--- config.mk ---
export PLATFORM = sky130hd
export DESIGN_NAME = irq_pending_latch
export DESIGN_NICKNAME = d
export VERILOG_FILES = /design/src/rtl/irq_pending_latch_pkg.sv /design/src/rtl/irq_pending_latch_edge_detect.sv /design/src/rtl/irq_pending_latch.sv
export SDC_FILE = /design/constraint.sdc
export NUM_CORES = 1
export LEC_CHECK = 0
export ABC_CLOCK_PERIOD_IN_PS = 1540
export BUFFER_PORTS_ARGS = -buffer_cell sky130_fd_sc_hd__buf_4
export CAP_MARGIN = 20
export CELL_PAD_IN_SITES_DETAIL_PLACEMENT = 0
export CELL_PAD_IN_SITES_GLOBAL_PLACEMENT = 1
export CORE_ASPECT_RATIO = 1.25
export CORE_MARGIN = 2
export CORE_UTILIZATION = 33
export CTS_CLUSTER_SIZE = 24
export DETAILED_ROUTE_END_ITERATION = 6
export GPL_TIMING_DRIVEN = 0
export HOLD_SLACK_MARGIN = 0.03
export PLACE_DENSITY_LB_ADDON = 0.3
export SKIP_LAST_GASP = 1
export SLEW_MARGIN = 5
export SYNTH_ARGS = -nofsm -noshare
export SYNTH_HDL_FRONTEND = slang
export SYNTH_SLANG_ARGS = --single-unit
--- constraint.sdc ---
create_clock -name clk -period 1.54 [get_ports clk]
set_input_delay 0 -clock clk [delete_from_list [all_inputs] [get_ports clk]]
set_output_delay 0 -clock clk [all_outputs]
set_load 0.005 [all_outputs]
--- src/rtl/irq_pending_latch_pkg.sv ---
// Shared types for the interrupt pending latch: FSM encoding and default source count.
package irq_pkg;

   typedef enum logic [1:0] {
      IDLE    = 2'd0,
      ASSERT  = 2'd1,
      HOLDOFF = 2'd2
   } irq_state_t;

   localparam int N_SRC_DEF = 4;

endpackage

--- src/rtl/irq_pending_latch_edge_detect.sv ---
// Rising-edge detector: remembers last cycle's request lines and flags 0->1 transitions.
module edge_detect #(
   parameter int W = 4
) (
   input  logic         clk,
   input  logic [W-1:0] src,
   output logic [W-1:0] rise
);

   logic [W-1:0] src_prev_d, src_prev_q;

   // Loading src every cycle, reset included, means a line already high at
   // reset release never looks like a fresh edge.
   always_comb src_prev_d = src;

   always_ff @(posedge clk) src_prev_q <= src_prev_d;

   assign rise = src & ~src_prev_q;

endmodule

--- src/rtl/irq_pending_latch.sv ---
// Sticky request capture with mask, irq handshake FSM, single-bit ack clear and overflow flags.
module irq_pending_latch
   import irq_pkg::*;
#(
   parameter int N_SRC = N_SRC_DEF,
   parameter int IDX_W = $clog2(N_SRC)
) (
   input  logic             clk,
   input  logic             rst,
   input  logic [N_SRC-1:0] src,
   input  logic             edge_mode,
   input  logic             mask_wr,
   input  logic [N_SRC-1:0] mask_wdata,
   output logic [N_SRC-1:0] pend_y,
   output logic [N_SRC-1:0] pend_raw,
   output logic             irq,
   input  logic             irq_ack,
   input  logic [IDX_W-1:0] ack_idx,
   output logic             ack_err,
   output logic [N_SRC-1:0] ovf,
   input  logic             ovf_clr
);

   logic [N_SRC-1:0] pending_d, pending_q;
   logic [N_SRC-1:0] mask_d, mask_q;
   logic [N_SRC-1:0] ovf_d, ovf_q;
   logic             irq_d, irq_q;
   logic             ack_err_d, ack_err_q;
   irq_state_t       state_d, state_q;

   logic [N_SRC-1:0] rise, set, clr;
   logic             ack_vld, ack_pend;

   edge_detect #(.W(N_SRC)) u_edge (
      .clk  (clk),
      .src  (src),
      .rise (rise)
   );

   assign set    = edge_mode ? rise : src;
   assign pend_y = pending_q & ~mask_q;

   assign ack_vld = (state_q == ASSERT) & irq_ack;

   // Indices beyond N_SRC never match, so they read as not pending.
   always_comb begin
      ack_pend = 1'b0;
      clr      = '0;
      for (int i = 0; i < N_SRC; i++) begin
         if (ack_idx == IDX_W'(i)) begin
            ack_pend = pend_y[i];
            clr[i]   = ack_vld & pend_y[i];
         end
      end
   end

   always_comb begin
      pending_d = set | (pending_q & ~clr);
      mask_d    = mask_wr ? mask_wdata : mask_q;
      ovf_d     = ovf_clr ? '0 : (ovf_q | ({N_SRC{edge_mode}} & set & pending_q & ~clr));
      ack_err_d = ack_vld & ~ack_pend;
   end

   always_comb begin
      state_d = state_q;
      unique case (state_q)
         IDLE:    if (|pend_y) state_d = ASSERT;
         ASSERT:  if (irq_ack) state_d = HOLDOFF;
                  else if (~|pend_y) state_d = IDLE;
         HOLDOFF: state_d = IDLE;
         default: state_d = IDLE;
      endcase
      irq_d = (state_d == ASSERT);
   end

   always_ff @(posedge clk) begin
      if (rst) begin
         pending_q <= '0;
         mask_q    <= '0;
         ovf_q     <= '0;
         irq_q     <= 1'b0;
         ack_err_q <= 1'b0;
         state_q   <= IDLE;
      end else begin
         pending_q <= pending_d;
         mask_q    <= mask_d;
         ovf_q     <= ovf_d;
         irq_q     <= irq_d;
         ack_err_q <= ack_err_d;
         state_q   <= state_d;
      end
   end

   assign pend_raw = pending_q;
   assign irq      = irq_q;
   assign ack_err  = ack_err_q;
   assign ovf      = ovf_q;

endmodule

==> results.txt, run 1 <==
Hold Path Class: in -> reg
largest net degree at the start of global routing: 12
Compound-Gate Fraction of Synth Area: 14.5%
IO Port Bufs: 28
Synth Area in Adders: 0%
Max H-tree Level: 1
Area after DPL: 985 um2
Util after Layout: 52.7%
Final HPWL DP: 1320 um
Tightest Pin Transition: 0.508 ns
DR WL/cell: 11.9 um
Num CTS Buffers: 3
CTS tree: yes
Initial DRC Count: 8
Final GP Congestion: 0.763
Final Hold Fails: 0
Tcrit/Tclk final: 84.5%
Data arrival, critical path: 1.47 ns
Total GRT Usage: 16.1%
fmax: 769 MHz
status: finished clean
CTS sink cnt: 20
Critical Path RT: 1.71 ns
post-CTS setup buffers: 0
Hold EP: ovf[3]
share of layout cells above drive strength 1: 29.2%
total grt overflow: 0
Die W: 46.2 um
routed vias: 708
die area: 2630 um2
Hold-fix buffers, CTS: 12
R2R setup slack: 0.24 ns
Final min period: 1.30 ns
FF/Latch Area: 400 um2
root buf cell: clkbuf_4
Post-Syn Area: 736 um2
routed vias/inst: 4.69
synthesized instance count: 76
vias in the first global route: 757
router iterations before antenna repair: 4
multi-input logic area: 305 um2
# diodes: 0
Reg2Reg Capture Point: pend_raw[1]
Rows: 19
Static Leak: 0.515 nW
sequential share of the synthesized area: 54.4%
Max-cap violations: 0
CORE AREA: 2160 um2
largest family of logic cells by synthesized area: simple AND/OR/NAND/NOR gates
Post-route DRC: 0
P per Cell Area: 900 nW/um2
initial antenna violation count: 0
Slew Viols, Final: 0
clk buf depth: 2
clock slew at reported path FFs: 0.11 ns
synthesized area per cell: 9.68 um2
worst-case clock skew: 0.00179 ns
Initial Util: 34.0%
syn nets: 92
worst skew pair latency: 0.29 ns
Hold WS: 0.0495 ns
worst hold start: ovf_clr
post-synthesis simple-gate area fraction: 21.6%
PostCTS Resize Cnt: 0
worst r2r path cells: 3
multiplexer share of the synthesized area: 5.44%
die height: 56.8 um
final antenna-violating net count: 0
Final Cell Area: 1140 um2
critical-path maximum fanout: 4
synth warn: 0
Synth Register Bits: 20
critical path type: reg -> reg
Area Growth Syn to Fin: 55.1%
global-route wire length before repair: 3110 um
Setup TNS Final: 0 ns
crit path capture type: register
Fill cells: 209
final worst slack: 0.239 ns
# IOs: 30
fin nets: 137
RSZ-0062 raised after global routing: no
crit start category: register
final setup fails: 0
total wire length: 1790 um
Reg2Reg Launch Point: state_q[1]
Min-Delay Path Depth: 4
maximum vdd drop: 0.623 mV
Yosys cell types: 20
Synth Area in XOR/XNOR: 0%
Worst slew margin: 65.7%
Place WS: 0.250 ns
==> sequential cells by signal, indices dropped and copies added (netlist names) <==
name	cells
pend_raw	4
ack_err	1
mask_q	4
u_edge.src_prev_q	4
state_q	2
irq	1
ovf	4
==> synthesized netlist by cell type <==
| cell | instances | area, um2 |
|---|---|---|
| nand4bb_1 | 1 | 11.3 |
| clkbuf_1 | 2 | 7.51 |
| o21ai_2 | 1 | 8.76 |
| nor2b_1 | 4 | 25.0 |
| nand4b_1 | 1 | 8.76 |
| a31oi_1 | 1 | 6.26 |
| inv_1 | 6 | 22.5 |
| o21ai_0 | 2 | 10.0 |
| or4b_4 | 1 | 13.8 |
| nor2_1 | 5 | 18.8 |
| and4bb_2 | 1 | 12.5 |
| nand4_1 | 1 | 6.26 |
| nand3b_1 | 1 | 7.51 |
| a2111oi_0 | 2 | 17.5 |
| dfxtp_1 | 20 | 400 |
| mux2i_1 | 4 | 40.0 |
| o41ai_1 | 5 | 43.8 |
| a21oi_1 | 4 | 20.0 |
| nor4_1 | 1 | 6.26 |
| nand2_1 | 13 | 48.8 |
==> layout make-up <==
class / instances / area share [%]
Multi-Input combinational cell: 48 / 26.8
Tap cell: 31 / 3.40
Buffer: 2 / 0.658
Timing Repair Buffer: 40 / 28.9
Sequential cell: 20 / 35.1
Inverter: 6 / 1.97
Clock buffer: 4 / 3.18
==> per-stage QoR <==
stage,cells,power (mW)
after floorplan,76,0.634
after global placement,135,0.717
after detailed placement,135,0.720
after CTS,151,1.05
after global routing,151,1.10
final,151,1.03
==> power by group <==
group / switching [mW] / leakage (nW) / internal (mW)
clock network: 0.152 / 0.0210 / 0.144
registers: 0.0204 / 0.165 / 0.547
logic: 0.0665 / 0.328 / 0.0970
==> per-layer routing <==
layer  wire [um]  share of wire (%)  global-route usage (%)
met5           0                  0                       0
met4          45                2.5                    9.80
met3          80                4.5                    2.25
met2         888                 50                    25.6
met1         775                 43                    19.4
==> kinds of logic after synthesis <==
logic type / count (synthesis)
multiplexers: 4
buffers and inverters: 8
AO/OA/AOI/OAI: 15
AND/OR/NAND/NOR: 29
flip-flops: 20
==> worst max-delay path by stage <==
| stage | from | slack [ns] | endpoint | cells past startpoint |
|---|---|---|---|---|
| floorplan | pend_raw[0] | 0.36 | pend_raw[0] | 3 |
| global placement | state_q[1] | 0.25 | ovf[1] | 3 |
| detailed placement | state_q[1] | 0.25 | pend_raw[1] | 3 |
| CTS | state_q[1] | 0.23 | pend_raw[1] | 3 |
| global route | state_q[0] | 0.12 | pend_raw[1] | 3 |
| finish | state_q[1] | 0.24 | pend_raw[1] | 3 |
==> worst max-delay path: stages, from the launching register on <==
cell and delay [ns]:
dfxtp_1 0.33, nand3b_1 0.24, o41ai_1 0.47, a21oi_1 0.13
==> placed cells by master (no fill, tap or decap), types with 2 or more instances in the layout <==
master	n
mux2i_1	4
o41ai_1	5
clkbuf_1	2
nor2_1	5
nor2b_1	4
a2111oi_0	2
dlygate4sd3_1	12
inv_1	6
buf_4	28
o21ai_0	2
clkbuf_4	3
nand2_1	13
dfxtp_1	20
a21oi_1	4
No activity file was read; power rests on OpenSTA's default activity.
==> run 2: changes to the inputs <==
--- a/config.mk
+++ b/config.mk
@@ -5,14 +5,14 @@
 export SDC_FILE = /design/constraint.sdc
 export NUM_CORES = 1
 export LEC_CHECK = 0
-export ABC_CLOCK_PERIOD_IN_PS = 1540
+export ABC_CLOCK_PERIOD_IN_PS = 1100
 export BUFFER_PORTS_ARGS = -buffer_cell sky130_fd_sc_hd__buf_4
 export CAP_MARGIN = 20
 export CELL_PAD_IN_SITES_DETAIL_PLACEMENT = 0
 export CELL_PAD_IN_SITES_GLOBAL_PLACEMENT = 1
 export CORE_ASPECT_RATIO = 1.25
 export CORE_MARGIN = 2
-export CORE_UTILIZATION = 33
+export CORE_UTILIZATION = 30
 export CTS_CLUSTER_SIZE = 24
 export DETAILED_ROUTE_END_ITERATION = 6
 export GPL_TIMING_DRIVEN = 0
==> constraint.sdc (replaced) <==
create_clock -name clk -period 1.1 [get_ports clk]
set_input_delay 0 -clock clk [delete_from_list [all_inputs] [get_ports clk]]
set_output_delay 0 -clock clk [all_outputs]
set_load 0.005 [all_outputs]
==> run 2 against run 1 <==
  * The run now ends with negative setup slack left
  * Total power increased by 63%
  * Global-route usage shrank 0.82 points
  * Via count increased by 3.5%
  * Sequential cell count unchanged
  * Cell count increased by 4.6%
  * Critical path depth is the same
  * Clock-buffer cell count down 1
  * First-iteration DRC count unchanged
  * Die area grew 9.2%
  * Register-to-register slack got worse by 0.36 ns
  * Clock power is 98% higher
==> results.txt, run 2 (same netlist as run 1, synthesis figures left out) <==
CP top delay family: simple AND/OR/NAND/NOR gates
Max H-tree Level: 1
critical-path maximum fanout: 3
worst-case clock skew: 0.0146 ns
worst skew pair latency: 0.30 ns
Critical Path RT: 1.26 ns
Static Leak: 0.569 nW
Final HPWL DP: 1350 um
placed cells: 137
worst r2r path cells: 3
crit start category: register
# diodes: 0
routed vias: 733
status: finished with violations
die area: 2870 um2
IO Port Bufs: 28
Clk pwr share: 35.1%
vias in the first global route: 631
R2R setup slack: -0.12 ns
Design Power: 1.67 mW
post-route insts no fill: 158
Worst slew margin: 70.7%
root buf cell: clkbuf_4
Min-Delay Path Depth: 4
Reg2Reg Launch Point: mask_q[0]
power share of the combinational group: 16.8%
end point of the critical path: pend_raw[0]
Crit. Startpoint: mask_q[0]
Reg2Reg Capture Point: pend_raw[0]
Slew Viols, Final: 0
CTS tree: yes
final antenna-violating net count: 0
Worst Path Buf+Inv: 0
CP max stage delay: 0.51 ns
# IOs: 30
router iterations before antenna repair: 3
CTS sink cnt: 20
Final min period: 1.22 ns
maximum vdd drop: 0.735 mV
total grt overflow: 0
Rows: 20
Post-route DRC: 0
clk buf depth: 2
Initial DRC Count: 8
Total GRT Usage: 15.3%
Worst path depth: 3
final setup fails: 7
crit path max-delay cell type: or4b_4
P per Cell Area: 1310 nW/um2
Final GP Congestion: 0.747
Tcrit/Tclk final: 111%
Data arrival, critical path: 1.38 ns
Sw Share: 21.8%
Area Growth Syn to Fin: 73.6%
critical path type: reg -> reg
Area after DPL: 988 um2
Hold Path Class: in -> reg
Util after Layout: 53.7%
most common cell after layout, fill and taps aside: buf_4
RSZ-0062 raised after global routing: yes
share of layout cells above drive strength 1: 43.2%
Die W: 48.3 um
initial antenna violation count: 0
Initial Util: 30.9%
global-route wire length before repair: 2950 um
NetSw: 365 uW
total wire length: 1900 um
failing checks: negative setup slack
crit path capture type: register
Final Cell Area: 1280 um2
largest net degree at the start of global routing: 13
final worst slack: -0.120 ns
Seq pwr share: 48.1%
routed vias/inst: 4.64
most frequent cells in the layout: buf_4 (33), dfxtp_1 (14), nand2_1 (13)
Num CTS Buffers: 3
DR WL/cell: 12.0 um
fin nets: 142
clock slew at reported path FFs: 0.12 ns
Final Hold Fails: 0
fmax: 820 MHz
CORE AREA: 2380 um2
CP cell instances: or4b_4 > o21ai_4 > a21oi_1
Tightest Pin Transition: 0.440 ns
Max-cap violations: 0
internal power: 1.31 mW
Place WS: -0.258 ns
die height: 59.4 um
## run 2: changes by cell type in the layout (fill, tap and decap cells not counted), sizes merged
cell and change:
buf +5, bufinv +1, clkbuf -1
## run 2: routing by layer
metal	vias up	share of wire [%]	track usage, %
met5	-	0	0
met4	0	0.95	8.11
met3	2	5.6	3.66
met2	19	50	23.3
met1	346	44	19.2
li1	366	-	-
## run 2: worst min-delay path, cell delays in order
cell     delay, ns
buf_4         0.08
nor2_1        0.09
nand2_1       0.08
o41ai_1       0.05
## run 2: area by class of cell
cell class                      instances  area, um2
Buffer                                  2       7.51
Clock buffer                            3       22.5
Clock inverter                          1       30.0
Fill cell                             231       1100
Inverter                                6       22.5
Multi-Input combinational cell         48        378
Sequential cell                        20        408
Tap cell                               33       41.3
Timing Repair Buffer                   45        368
## run 2: worst min-delay path by stage
stage,startpoint,endpoint
final,ovf_clr,ovf[3]
after global routing,irq_ack,state_q[1]
after CTS,irq_ack,state_q[1]
after detailed placement,src[2],u_edge.src_prev_q[2]
after global placement,src[1],u_edge.src_prev_q[1]
after floorplan,src[0],u_edge.src_prev_q[0]
## run 2: power groups by stage
| stage | logic (mW) | registers, mW | clock network (mW) |
|---|---|---|---|
| 3_5_place_dp | 0.197 | 0.812 | 0 |
| 2_1_floorplan | 0.0822 | 0.807 | 0 |
| 3_3_place_gp | 0.193 | 0.811 | 0 |
| 4_1_cts | 0.258 | 0.799 | 0.602 |
| 6_report | 0.281 | 0.805 | 0.586 |
| 5_1_grt | 0.312 | 0.811 | 0.640 |
## run 2: repair_timing
item,CTS,global route
endpoints found under the setup margin,10,15
hold buffers,12,0
setup buffers,3,2
gates resized for setup,9,12
hold endpoints to repair,19,0
pin swaps,1,4
## run 2: through the flow
| step | hold slack, ns | TNS, ns |
|---|---|---|
| 2_1_floorplan | 0.0277 | -0.0335 |
| 3_3_place_gp | 0.122 | -0.586 |
| 3_5_place_dp | 0.124 | -0.739 |
| 4_1_cts | 0.0462 | -0.295 |
| 5_1_grt | 0.0421 | -1.21 |
| 6_report | 0.0375 | -0.492 |
